--- src/rtl/coin_detect_1058.sv ---
// coin_detect_1058: front end of the coffee vending controller.
// Synchronises and debounces the three coin sensors and the stop key, and
// turns each validated event into a single-cycle registered pulse.
// A coin arriving while lock_slit is high is answered with coin_reject.
module coin_detect_1058 #(
    parameter int unsigned DEBOUNCE_CYCLES = 4000,
    parameter int unsigned CNT_W           = 16
) (
    input  logic clk4m,
    input  logic rst,
    input  logic sense_c20,
    input  logic sense_c50,
    input  logic sense_e01,
    input  logic stop_key,
    input  logic lock_slit,
    output logic cent20,
    output logic cent50,
    output logic euro01,
    output logic stop_buy,
    output logic coin_reject,
    output logic busy
);

    // Coin FSM encoding
    localparam logic [1:0] ST_IDLE    = 2'd0;
    localparam logic [1:0] ST_QUALIFY = 2'd1;
    localparam logic [1:0] ST_EMIT    = 2'd2;
    localparam logic [1:0] ST_RELEASE = 2'd3;

    // Stop-key debouncer encoding
    localparam logic [0:0] SP_WAIT_PRESS   = 1'b0;
    localparam logic [0:0] SP_WAIT_RELEASE = 1'b1;

    // Counter value reached on the last of DEBOUNCE_CYCLES stable samples
    localparam logic [CNT_W-1:0] CNT_LAST = CNT_W'(DEBOUNCE_CYCLES - 1);
    // Saturation ceiling; counters hold here instead of wrapping
    localparam logic [CNT_W-1:0] CNT_MAX  = {CNT_W{1'b1}};

    // ------------------------------------------------------------------
    // Synchroniser: bit order {stop_key, sense_e01, sense_c50, sense_c20}
    // ------------------------------------------------------------------
    logic [3:0] raw_in;
    logic [3:0] sync_meta_d, sync_meta_q;
    logic [3:0] sync_d, sync_q;

    assign raw_in = {stop_key, sense_e01, sense_c50, sense_c20};

    // Two-stage shift; the first stage may go metastable, the second is used
    always_comb begin
        sync_meta_d = raw_in;
        sync_d      = sync_meta_q;
    end

    logic [2:0] coin_pat;
    logic       key_sync;

    assign coin_pat = sync_q[2:0];
    assign key_sync = sync_q[3];

    // ------------------------------------------------------------------
    // Coin FSM
    // ------------------------------------------------------------------
    logic [1:0]       state_d, state_q;
    logic [2:0]       pat_d, pat_q;
    logic [CNT_W-1:0] cnt_d, cnt_q;
    logic [CNT_W-1:0] cnt_inc;
    logic             pat_multi;

    logic cent20_d, cent20_q;
    logic cent50_d, cent50_q;
    logic euro01_d, euro01_q;
    logic reject_d, reject_q;
    logic busy_d, busy_q;

    // Saturating increment of the coin counter
    always_comb begin
        if (cnt_q == CNT_MAX) begin
            cnt_inc = cnt_q;
        end else begin
            cnt_inc = cnt_q + CNT_W'(1);
        end
    end

    // More than one sensor active in the captured pattern means we cannot
    // tell which coin it was, so it is rejected rather than guessed
    assign pat_multi = (pat_q[0] & pat_q[1]) | (pat_q[0] & pat_q[2]) |
                       (pat_q[1] & pat_q[2]);

    // Coin state machine: capture, qualify for DEBOUNCE_CYCLES samples,
    // emit one pulse, then wait for a clean release before rearming
    always_comb begin
        state_d  = state_q;
        pat_d    = pat_q;
        cnt_d    = cnt_q;
        cent20_d = 1'b0;
        cent50_d = 1'b0;
        euro01_d = 1'b0;
        reject_d = 1'b0;

        case (state_q)
            ST_IDLE: begin
                if (coin_pat != 3'b000) begin
                    // The capture cycle itself is the first stable sample
                    pat_d   = coin_pat;
                    cnt_d   = '0;
                    state_d = ST_QUALIFY;
                end
            end

            ST_QUALIFY: begin
                if (coin_pat == pat_q) begin
                    cnt_d = cnt_inc;
                    if (cnt_inc == CNT_LAST) begin
                        state_d = ST_EMIT;
                    end
                end else begin
                    // Glitch or a second sensor joining: drop this attempt
                    cnt_d   = '0;
                    state_d = ST_IDLE;
                end
            end

            ST_EMIT: begin
                // lock_slit only matters at this single decision point
                if (lock_slit || pat_multi) begin
                    reject_d = 1'b1;
                end else begin
                    cent20_d = pat_q[0];
                    cent50_d = pat_q[1];
                    euro01_d = pat_q[2];
                end
                cnt_d   = '0;
                state_d = ST_RELEASE;
            end

            ST_RELEASE: begin
                if (coin_pat != 3'b000) begin
                    // Coin still on the sensor: restart the quiet-time count
                    cnt_d = '0;
                end else if (cnt_q == CNT_LAST) begin
                    cnt_d   = '0;
                    state_d = ST_IDLE;
                end else begin
                    cnt_d = cnt_inc;
                end
            end

            default: begin
                cnt_d   = '0;
                state_d = ST_IDLE;
            end
        endcase

        // busy is registered from the next state so it tracks state_q exactly
        busy_d = (state_d != ST_IDLE);
    end

    // ------------------------------------------------------------------
    // Stop-key debouncer
    // ------------------------------------------------------------------
    logic [0:0]       sp_state_d, sp_state_q;
    logic [CNT_W-1:0] sp_cnt_d, sp_cnt_q;
    logic [CNT_W-1:0] sp_cnt_inc;
    logic             sp_hit_d, sp_hit_q;
    logic             stop_buy_d, stop_buy_q;

    // Saturating increment of the stop counter
    always_comb begin
        if (sp_cnt_q == CNT_MAX) begin
            sp_cnt_inc = sp_cnt_q;
        end else begin
            sp_cnt_inc = sp_cnt_q + CNT_W'(1);
        end
    end

    // Stop-key state machine: count consecutive high samples to accept a
    // press, then consecutive low samples before another press can count
    always_comb begin
        sp_state_d = sp_state_q;
        sp_cnt_d   = sp_cnt_q;
        sp_hit_d   = 1'b0;

        case (sp_state_q)
            SP_WAIT_PRESS: begin
                if (key_sync) begin
                    if (sp_cnt_q == CNT_LAST) begin
                        sp_hit_d   = 1'b1;
                        sp_cnt_d   = '0;
                        sp_state_d = SP_WAIT_RELEASE;
                    end else begin
                        sp_cnt_d = sp_cnt_inc;
                    end
                end else begin
                    sp_cnt_d = '0;
                end
            end

            default: begin
                if (!key_sync) begin
                    if (sp_cnt_q == CNT_LAST) begin
                        sp_cnt_d   = '0;
                        sp_state_d = SP_WAIT_PRESS;
                    end else begin
                        sp_cnt_d = sp_cnt_inc;
                    end
                end else begin
                    sp_cnt_d = '0;
                end
            end
        endcase

        // One extra register stage: the coin path spends a cycle in EMIT,
        // so this keeps a key press and a coin that rise together aligned
        stop_buy_d = sp_hit_q;
    end

    // ------------------------------------------------------------------
    // All state and output registers, asynchronously cleared
    // ------------------------------------------------------------------
    always_ff @(posedge clk4m or posedge rst) begin
        if (rst) begin
            sync_meta_q <= '0;
            sync_q      <= '0;
            state_q     <= ST_IDLE;
            pat_q       <= '0;
            cnt_q       <= '0;
            cent20_q    <= 1'b0;
            cent50_q    <= 1'b0;
            euro01_q    <= 1'b0;
            reject_q    <= 1'b0;
            busy_q      <= 1'b0;
            sp_state_q  <= SP_WAIT_PRESS;
            sp_cnt_q    <= '0;
            sp_hit_q    <= 1'b0;
            stop_buy_q  <= 1'b0;
        end else begin
            sync_meta_q <= sync_meta_d;
            sync_q      <= sync_d;
            state_q     <= state_d;
            pat_q       <= pat_d;
            cnt_q       <= cnt_d;
            cent20_q    <= cent20_d;
            cent50_q    <= cent50_d;
            euro01_q    <= euro01_d;
            reject_q    <= reject_d;
            busy_q      <= busy_d;
            sp_state_q  <= sp_state_d;
            sp_cnt_q    <= sp_cnt_d;
            sp_hit_q    <= sp_hit_d;
            stop_buy_q  <= stop_buy_d;
        end
    end

    assign cent20      = cent20_q;
    assign cent50      = cent50_q;
    assign euro01      = euro01_q;
    assign coin_reject = reject_q;
    assign stop_buy    = stop_buy_q;
    assign busy        = busy_q;

endmodule
--- config.mk ---
export PLATFORM = sky130hd
export DESIGN_NAME = coin_detect_1058
export DESIGN_NICKNAME = d
export VERILOG_FILES = /design/src/rtl/coin_detect_1058.sv
export SDC_FILE = /design/constraint.sdc
export NUM_CORES = 1
export LEC_CHECK = 0
export CAP_MARGIN = 20
export CORE_MARGIN = 2
export CORE_UTILIZATION = 25
export CTS_CLUSTER_DIAMETER = 200
export DETAILED_ROUTE_END_ITERATION = 8
export GPL_TIMING_DRIVEN = 0
export SLEW_MARGIN = 5
export SYNTH_ARGS = -nofsm -noshare
export SYNTH_HDL_FRONTEND = slang
export SYNTH_SLANG_ARGS = --single-unit
--- constraint.sdc ---
create_clock -name clk4m -period 5 [get_ports clk4m]
set_input_delay 0.5 -clock clk4m [delete_from_list [all_inputs] [get_ports clk4m]]
set_output_delay 0.5 -clock clk4m [all_outputs]
set_load 0.005 [all_outputs]
==> run_results.csv, run 1 <==
group,metric,value,unit
clock_network,cts_root_buf,"clkbuf_16",
synthesis,synth-edff-count,0,
global_route,grt_max_degree,41,
final_layout,final_cell_mix,"53 x dfrtp_1, 34 x nand2_1, 26 x nor2_1",
floorplan,ios,13,
global_route,grt_pass1_wl,11900,um
setup_path,arrival,2380,ps
synthesis,muxShareOfSynthArea,0.00710,
sta,fin_tns_setup,0,ps
clock_network,clk-insertion-delay-late,300,ps
detailed_routing,vias,2525,
placed_design,routabilityCongestion,0.905,
clock_network,cts.htree.levels,2,
placed_design,dp.final_hpwl,4880,um
synthesis,synthCells,314,
sta,slew_headroom,0.581,
clock_network,cts_setup_buffers,0,
sta,setup_viol,0,
final_layout,drive_above_1_share,0.125,
setup_path,startpoint_type,"register",
detailed_routing,dr.pass1.iters,6,
setup_path,slowest_delay,450,ps
detailed_routing,route.detailed.wl_per_inst,14.4,um
final_layout,diodes,0,
setup_path,crit_top_cell,"nand4_1",
floorplan,core-area,11600,um^2
synthesis,synth_top_family_by_area,"simple AND/OR/NAND/NOR gates",
floorplan,initial_core_util,0.259,
final_layout,fin_nets,343,
placed_design,io_buffers,12,
synthesis,async_reset_ff_frac,1.00,
sta,report.final.slew_viol_count,0,
synthesis,syn_avg_cell_area,9.54,um^2
synthesis,ys_ff_latch,53,
power_and_ir_drop,leakage,1.38,nW
floorplan,fp.dieH,113,um
clock_network,clk_path_buf_depth,2,
setup_path,critPathKind,"register to register",
outcome,failed_checks,"design-rule violations",
detailed_routing,viasPerCell,5.28,
setup_path,cp_cell_sequence,"ha_1 > nand4_1 > nor4_1 > o22a_1 > nand4_1 > o31a_1",
clock_network,ctsResizeCount,0,
power_and_ir_drop,irDropWorstVdd,162,uV
run,max-cap-violations,0,
placed_design,postPlaceCellArea,3310,um^2
sta,clock.fmax,457,MHz
sta,finalCritPeriodShare,0.437,
final_layout,final_common_cell,"dfrtp_1",
detailed_routing,detail-route-antenna-nets,0,
global_route,grt_overflow,0,
synthesis,synth_fa_ha_area_frac,0.0117,
clock_network,cts_tree,"yes",
setup_path,crit_path_max_fanout,7,
detailed_routing,wl,6880,um
hold_path,min_path_type,"register to register",
synthesis,synth_warnings,0,
outcome,outcome,"complete, but fails checks",
synthesis,synth-seq-area-share,0.443,
synthesis,syn_nets,323,
sta,finalHoldViolations,0,
global_route,antenna_found_initial,0,
clock_network,hold_buffers,0,
synthesis,synth_compound_area_frac,0.191,
sta,finClkSkew,6.54,ps
final_layout,syn2layout_area_growth,15.7,%
sta,grt_setup_unrepaired,"false",
floorplan,placementRows,39,
synthesis,synth_flop_cell,"dfrtp_1",
setup_path,cpMaxStageDelayCell,"dfrtp_1",
sta,worst_slew_pin_slew,624,ps
detailed_routing,route.detailed.drc,1,
synthesis,synth-xor-area-share,0.0410,
floorplan,design.die.area,12900,um^2
synthesis,syn_area,2990,um^2
clock_network,cts_buffers,5,
detailed_routing,drt_iter0_drc,236,
synthesis,synthSimpleGateAreaFrac,0.256,
setup_path,cp-end-kind,"register",
floorplan,fp.dieW,113,um
setup_path,crit_required,5190,ps
synthesis,synth_cell_types,62,
final_layout,postLayoutCellArea,3460,um^2
global_route,grt_usage,0.113,
sta,post-route-min-period,2190,ps
global_route,grt_pass1_vias,2479,
clock_network,cts.clk_slew.worst_paths,80,ps
power_and_ir_drop,power_density,293,nW/um^2
sta,hold_ws,351,ps
clock_network,cts_num_sinks,53,
==> where the power goes <==
group | switching [mW] | total, mW | internal [mW]
combinational | 0.0966 | 0.169 | 0.0725
clock | 0.169 | 0.357 | 0.189
sequential | 0.0308 | 0.489 | 0.458
total | 0.296 | 1.02 | 0.719
==> area by class of cell <==
type	instances	area [um^2]
buffer	15	92.6
clock buffer	5	125
clock inverter	3	25.0
fill	1207	8100
inverter	15	56.3
multi-input combinational	231	1520
sequential	53	1330
tap	143	179
timing repair buffer	13	140
==> synth_stat cells (3+ instances only) <==
| library cell | count | share of area |
|---|---|---|
| a21oi_1 | 7 | 0.012 |
| inv_1 | 15 | 0.019 |
| and2_1 | 4 | 0.0084 |
| nand3_1 | 15 | 0.025 |
| and3_1 | 7 | 0.015 |
| o211ai_1 | 8 | 0.020 |
| nand4_1 | 5 | 0.010 |
| nor2_1 | 26 | 0.033 |
| nor3_1 | 10 | 0.017 |
| xor2_1 | 4 | 0.012 |
| o32ai_1 | 3 | 0.0088 |
| a21boi_0 | 4 | 0.010 |
| nand2_1 | 34 | 0.043 |
| and4_1 | 6 | 0.018 |
| or3_1 | 3 | 0.0063 |
| buf_2 | 8 | 0.013 |
| a211oi_1 | 8 | 0.020 |
| o221ai_1 | 4 | 0.012 |
| buf_4 | 3 | 0.0075 |
| dfrtp_1 | 53 | 0.44 |
| a22oi_1 | 5 | 0.013 |
| o21ai_0 | 13 | 0.022 |
| xnor2_1 | 10 | 0.029 |
| a31oi_1 | 6 | 0.013 |
==> logic make-up after synthesis <==
group | count (synthesis)
buffers and inverters | 30
DFF | 53
muxes | 2
AOI/OAI and AO/OA | 77
xor gates and xnor gates | 14
and+or+nand+nor | 135
adders and majority gates | 3
==> layer usage <==
metal / track usage / vias up / wire length (um)
met5: 0 / - / 0
met3: 0.0282 / 10 / 243
met2: 0.194 / 56 / 3400
li1: - / 1210 / -
met4: 0.0390 / 0 / 86
met1: 0.140 / 1249 / 3160
==> stage by stage <==
step           utilization  instances  worst slack [ps]  power (mW)
2_1_floorplan            -        314              3210       0.615
3_3_place_gp         0.285        469              2180       0.658
3_5_place_dp         0.286        470              2920       0.668
4_1_cts              0.299        478              2890        1.03
5_1_grt              0.299        478              2610        1.07
6_report             0.299        478              2810        1.02
==> flip-flops by register name, indices dropped and copies added (netlist names), 2 cells and up, named ones only <==
name and cells:
cnt_q 16, pat_q 3, sp_cnt_q 16, state_q 2
sync_d 4, sync_q 4
==> worst max-delay path: cells and delay by family (launching register included) <==
kind            cells  cell delay, ps
flops               1             450
simple gates        3             830
fa+ha+maj           1             320
compound gates      2             480
==> final timing paths <==
check                           from         end  slack, ps  cells past startpoint
min in group asynchronous        rst    sp_hit_q        490                      2
hold reg to reg            sync_d[2]   sync_q[2]        350                      0
setup / recovery            cnt_q[1]  state_q[0]       2810                      6
max in group asynchronous        rst   sync_q[1]       4000                      3
setup reg to reg            cnt_q[1]  state_q[0]       2810                      6
hold / removal             sync_d[2]   sync_q[2]        350                      0
No activity file was read; power rests on OpenSTA's default activity.
==> run 2, diff against run 1 <==
clock period = 2.25 ns   (was 5 ns; I/O delays follow)
==> run 2 against run 1 <==
  * The flow still finishes with violations (design-rule violations)
  * Cell area grew 0.40%
  * Highest routed layer unchanged
  * Register-to-register slack lost 2600 ps
  * Total power grew 120%
  * Clock skew shrank 0.70 ps
  * Setup slack lost 2600 ps
  * Via count shrank 0.44%
  * Critical path type unchanged
  * Routed wire length shrank 0.13%
  * Sequential power grew 120%
  * Worst hold slack lost 140 ps
==> run_results.csv, run 2 (same netlist as run 1, synthesis figures left out) <==
group,metric,value,unit
outcome,outcome,"complete, but fails checks",
outcome,failed_checks,"design-rule violations",
floorplan,initial_core_util,0.259,
sta,slew_headroom,0.584,
clock_network,cts_tree,"yes",
final_layout,fin_nets,343,
power_and_ir_drop,pwr-share-comb,0.166,
detailed_routing,vias,2514,
clock_network,cts_setup_buffers,0,
power_and_ir_drop,power_frac_seq,0.481,
detailed_routing,viasPerCell,5.26,
detailed_routing,route.detailed.drc,1,
setup_path,crit_required,2470,ps
detailed_routing,wl,6880,um
final_layout,stdcell_count,478,
final_layout,largestRegisters,"cnt_q (16), sp_cnt_q (16)",
setup_path,crit_path_max_fanout,7,
global_route,grt_overflow,0,
setup_path,cpMaxStageDelayCell,"dfrtp_1",
setup_path,cp_num_buf_inv,1,
detailed_routing,drt_iter0_drc,214,
final_layout,final_common_cell,"dfrtp_1",
setup_path,slowest_delay,460,ps
setup_path,rrSetupSlack,200,ps
clock_network,cts.clk_slew.worst_paths,80,ps
sta,grt_setup_unrepaired,"false",
setup_path,startpoint_type,"register",
setup_path,cp_top_family,"compound AO/OA/AOI/OAI gates",
floorplan,ios,13,
power_and_ir_drop,irDropWorstVdd,359,uV
setup_path,crit_top_cell,"o21ai_0",
power_and_ir_drop,p_switching,660,uW
floorplan,core-area,11600,um^2
setup_path,arrival,2270,ps
sta,setup_viol,0,
final_layout,final_cell_mix,"53 x dfrtp_1, 34 x nand2_1, 26 x nor2_1",
clock_network,clk-insertion-delay-late,300,ps
final_layout,diodes,0,
floorplan,fp.dieW,113,um
sta,worst_slew_pin_slew,620,ps
sta,report.final.slew_viol_count,0,
floorplan,fp.dieH,113,um
clock_network,cts_num_sinks,53,
placed_design,dp.final_hpwl,4880,um
final_layout,drive_above_1_share,0.131,
run,max-cap-violations,0,
placed_design,place_inst,470,
detailed_routing,route.detailed.wl_per_inst,14.4,um
global_route,grt_max_degree,41,
clock_network,cts.htree.levels,2,
clock_network,cts_root_buf,"clkbuf_16",
placed_design,routabilityCongestion,0.905,
setup_path,critPathKind,"register to register",
power_and_ir_drop,leakage,1.38,nW
sta,finClkSkew,5.84,ps
global_route,grt_usage,0.113,
detailed_routing,dr.pass1.iters,6,
clock_network,hold_buffers,0,
sta,finalHoldViolations,0,
setup_path,cp_cell_sequence,"ha_2 > and4_1 > buf_6 > nand4_4 > o21ai_0 > o21ai_0 > a22oi_1",
floorplan,design.die.area,12900,um^2
clock_network,cts_buffers,5,
power_and_ir_drop,switching_share,0.292,
detailed_routing,detail-route-antenna-nets,0,
sta,post-route-min-period,2050,ps
global_route,grt_pass1_wl,11900,um
global_route,grt_pass1_vias,2479,
clock_network,clk_path_buf_depth,2,
hold_path,min_path_type,"input pin to async pin",
power_and_ir_drop,p_clk_frac,0.353,
floorplan,placementRows,39,
sta,finalCritPeriodShare,0.910,
power_and_ir_drop,intPower,1.60,mW
final_layout,syn2layout_area_growth,16.1,%
placed_design,io_buffers,12,
setup_path,cp-end-kind,"register",
final_layout,fin_util,0.301,
global_route,antenna_found_initial,0,
power_and_ir_drop,power_density,650,nW/um^2
sta,clock.fmax,488,MHz
-- run 2: path summary, 6_finish.rpt --
check,startpoint,end,cells after the start
worst max-delay path,cnt_q[0],cnt_q[7],7
worst min-delay path,rst,sp_hit_q,2
worst max register to register,cnt_q[0],cnt_q[7],7
worst min register to register,sync_d[2],sync_q[2],0
max in group asynchronous,rst,sync_q[1],3
min in group clk4m,sync_d[2],sync_q[2],0
-- run 2: layout make-up --
cell class | count | area [um^2]
buffer | 15 | 92.6
sequential | 53 | 1330
clock inverter | 3 | 25.0
inverter | 15 | 56.3
multi-input combinational | 231 | 1530
tap | 143 | 179
clock buffer | 5 | 125
timing repair buffer | 13 | 140
fill | 1206 | 8090
-- run 2: what timing repair did --
item / in CTS / in global routing
endpoints found under the hold margin: 0 / 0
resized for setup: 0 / 3
endpoints found under the setup margin: 0 / 6
-- run 2: worst reg2reg max path, stage by stage, from the launching register on --
cell and delay, ps:
dfrtp_1 460, ha_2 290, and4_1 220, buf_6 150, nand4_4 160, o21ai_0 380
o21ai_0 150, a22oi_1 180
-- run 2: power by group through the flow --
stage / Sequential (mW) / Combinational [mW] / Clock (mW)
6_report: 1.09 / 0.374 / 0.797
5_1_grt: 1.10 / 0.426 / 0.858
4_1_cts: 1.09 / 0.379 / 0.824
3_5_place_dp: 1.11 / 0.379 / 0
3_3_place_gp: 1.10 / 0.360 / 0
2_1_floorplan: 1.09 / 0.277 / 0
-- run 2: per-stage QoR --
step | power, mW | worst slack, ps | instance area, um^2 | hold slack, ps | TNS (ps)
2_1_floorplan | 1.37 | 470 | 2990 | 256 | 0
4_1_cts | 2.29 | 144 | 3460 | 216 | 0
6_report | 2.26 | 202 | 3480 | 208 | 0
5_1_grt | 2.38 | 35.8 | 3480 | 230 | 0
3_5_place_dp | 1.48 | 166 | 3310 | 336 | 0
3_3_place_gp | 1.46 | -293 | 3290 | 337 | -15250
-- run 2: layer usage --
layer / share of wire / GRT usage / vias to the layer above
met2: 0.49 / 0.194 / 52
met5: 0 / 0 / -
met3: 0.038 / 0.0282 / 8
li1: - / - / 1207
met4: 0.012 / 0.0390 / 0
met1: 0.46 / 0.140 / 1247
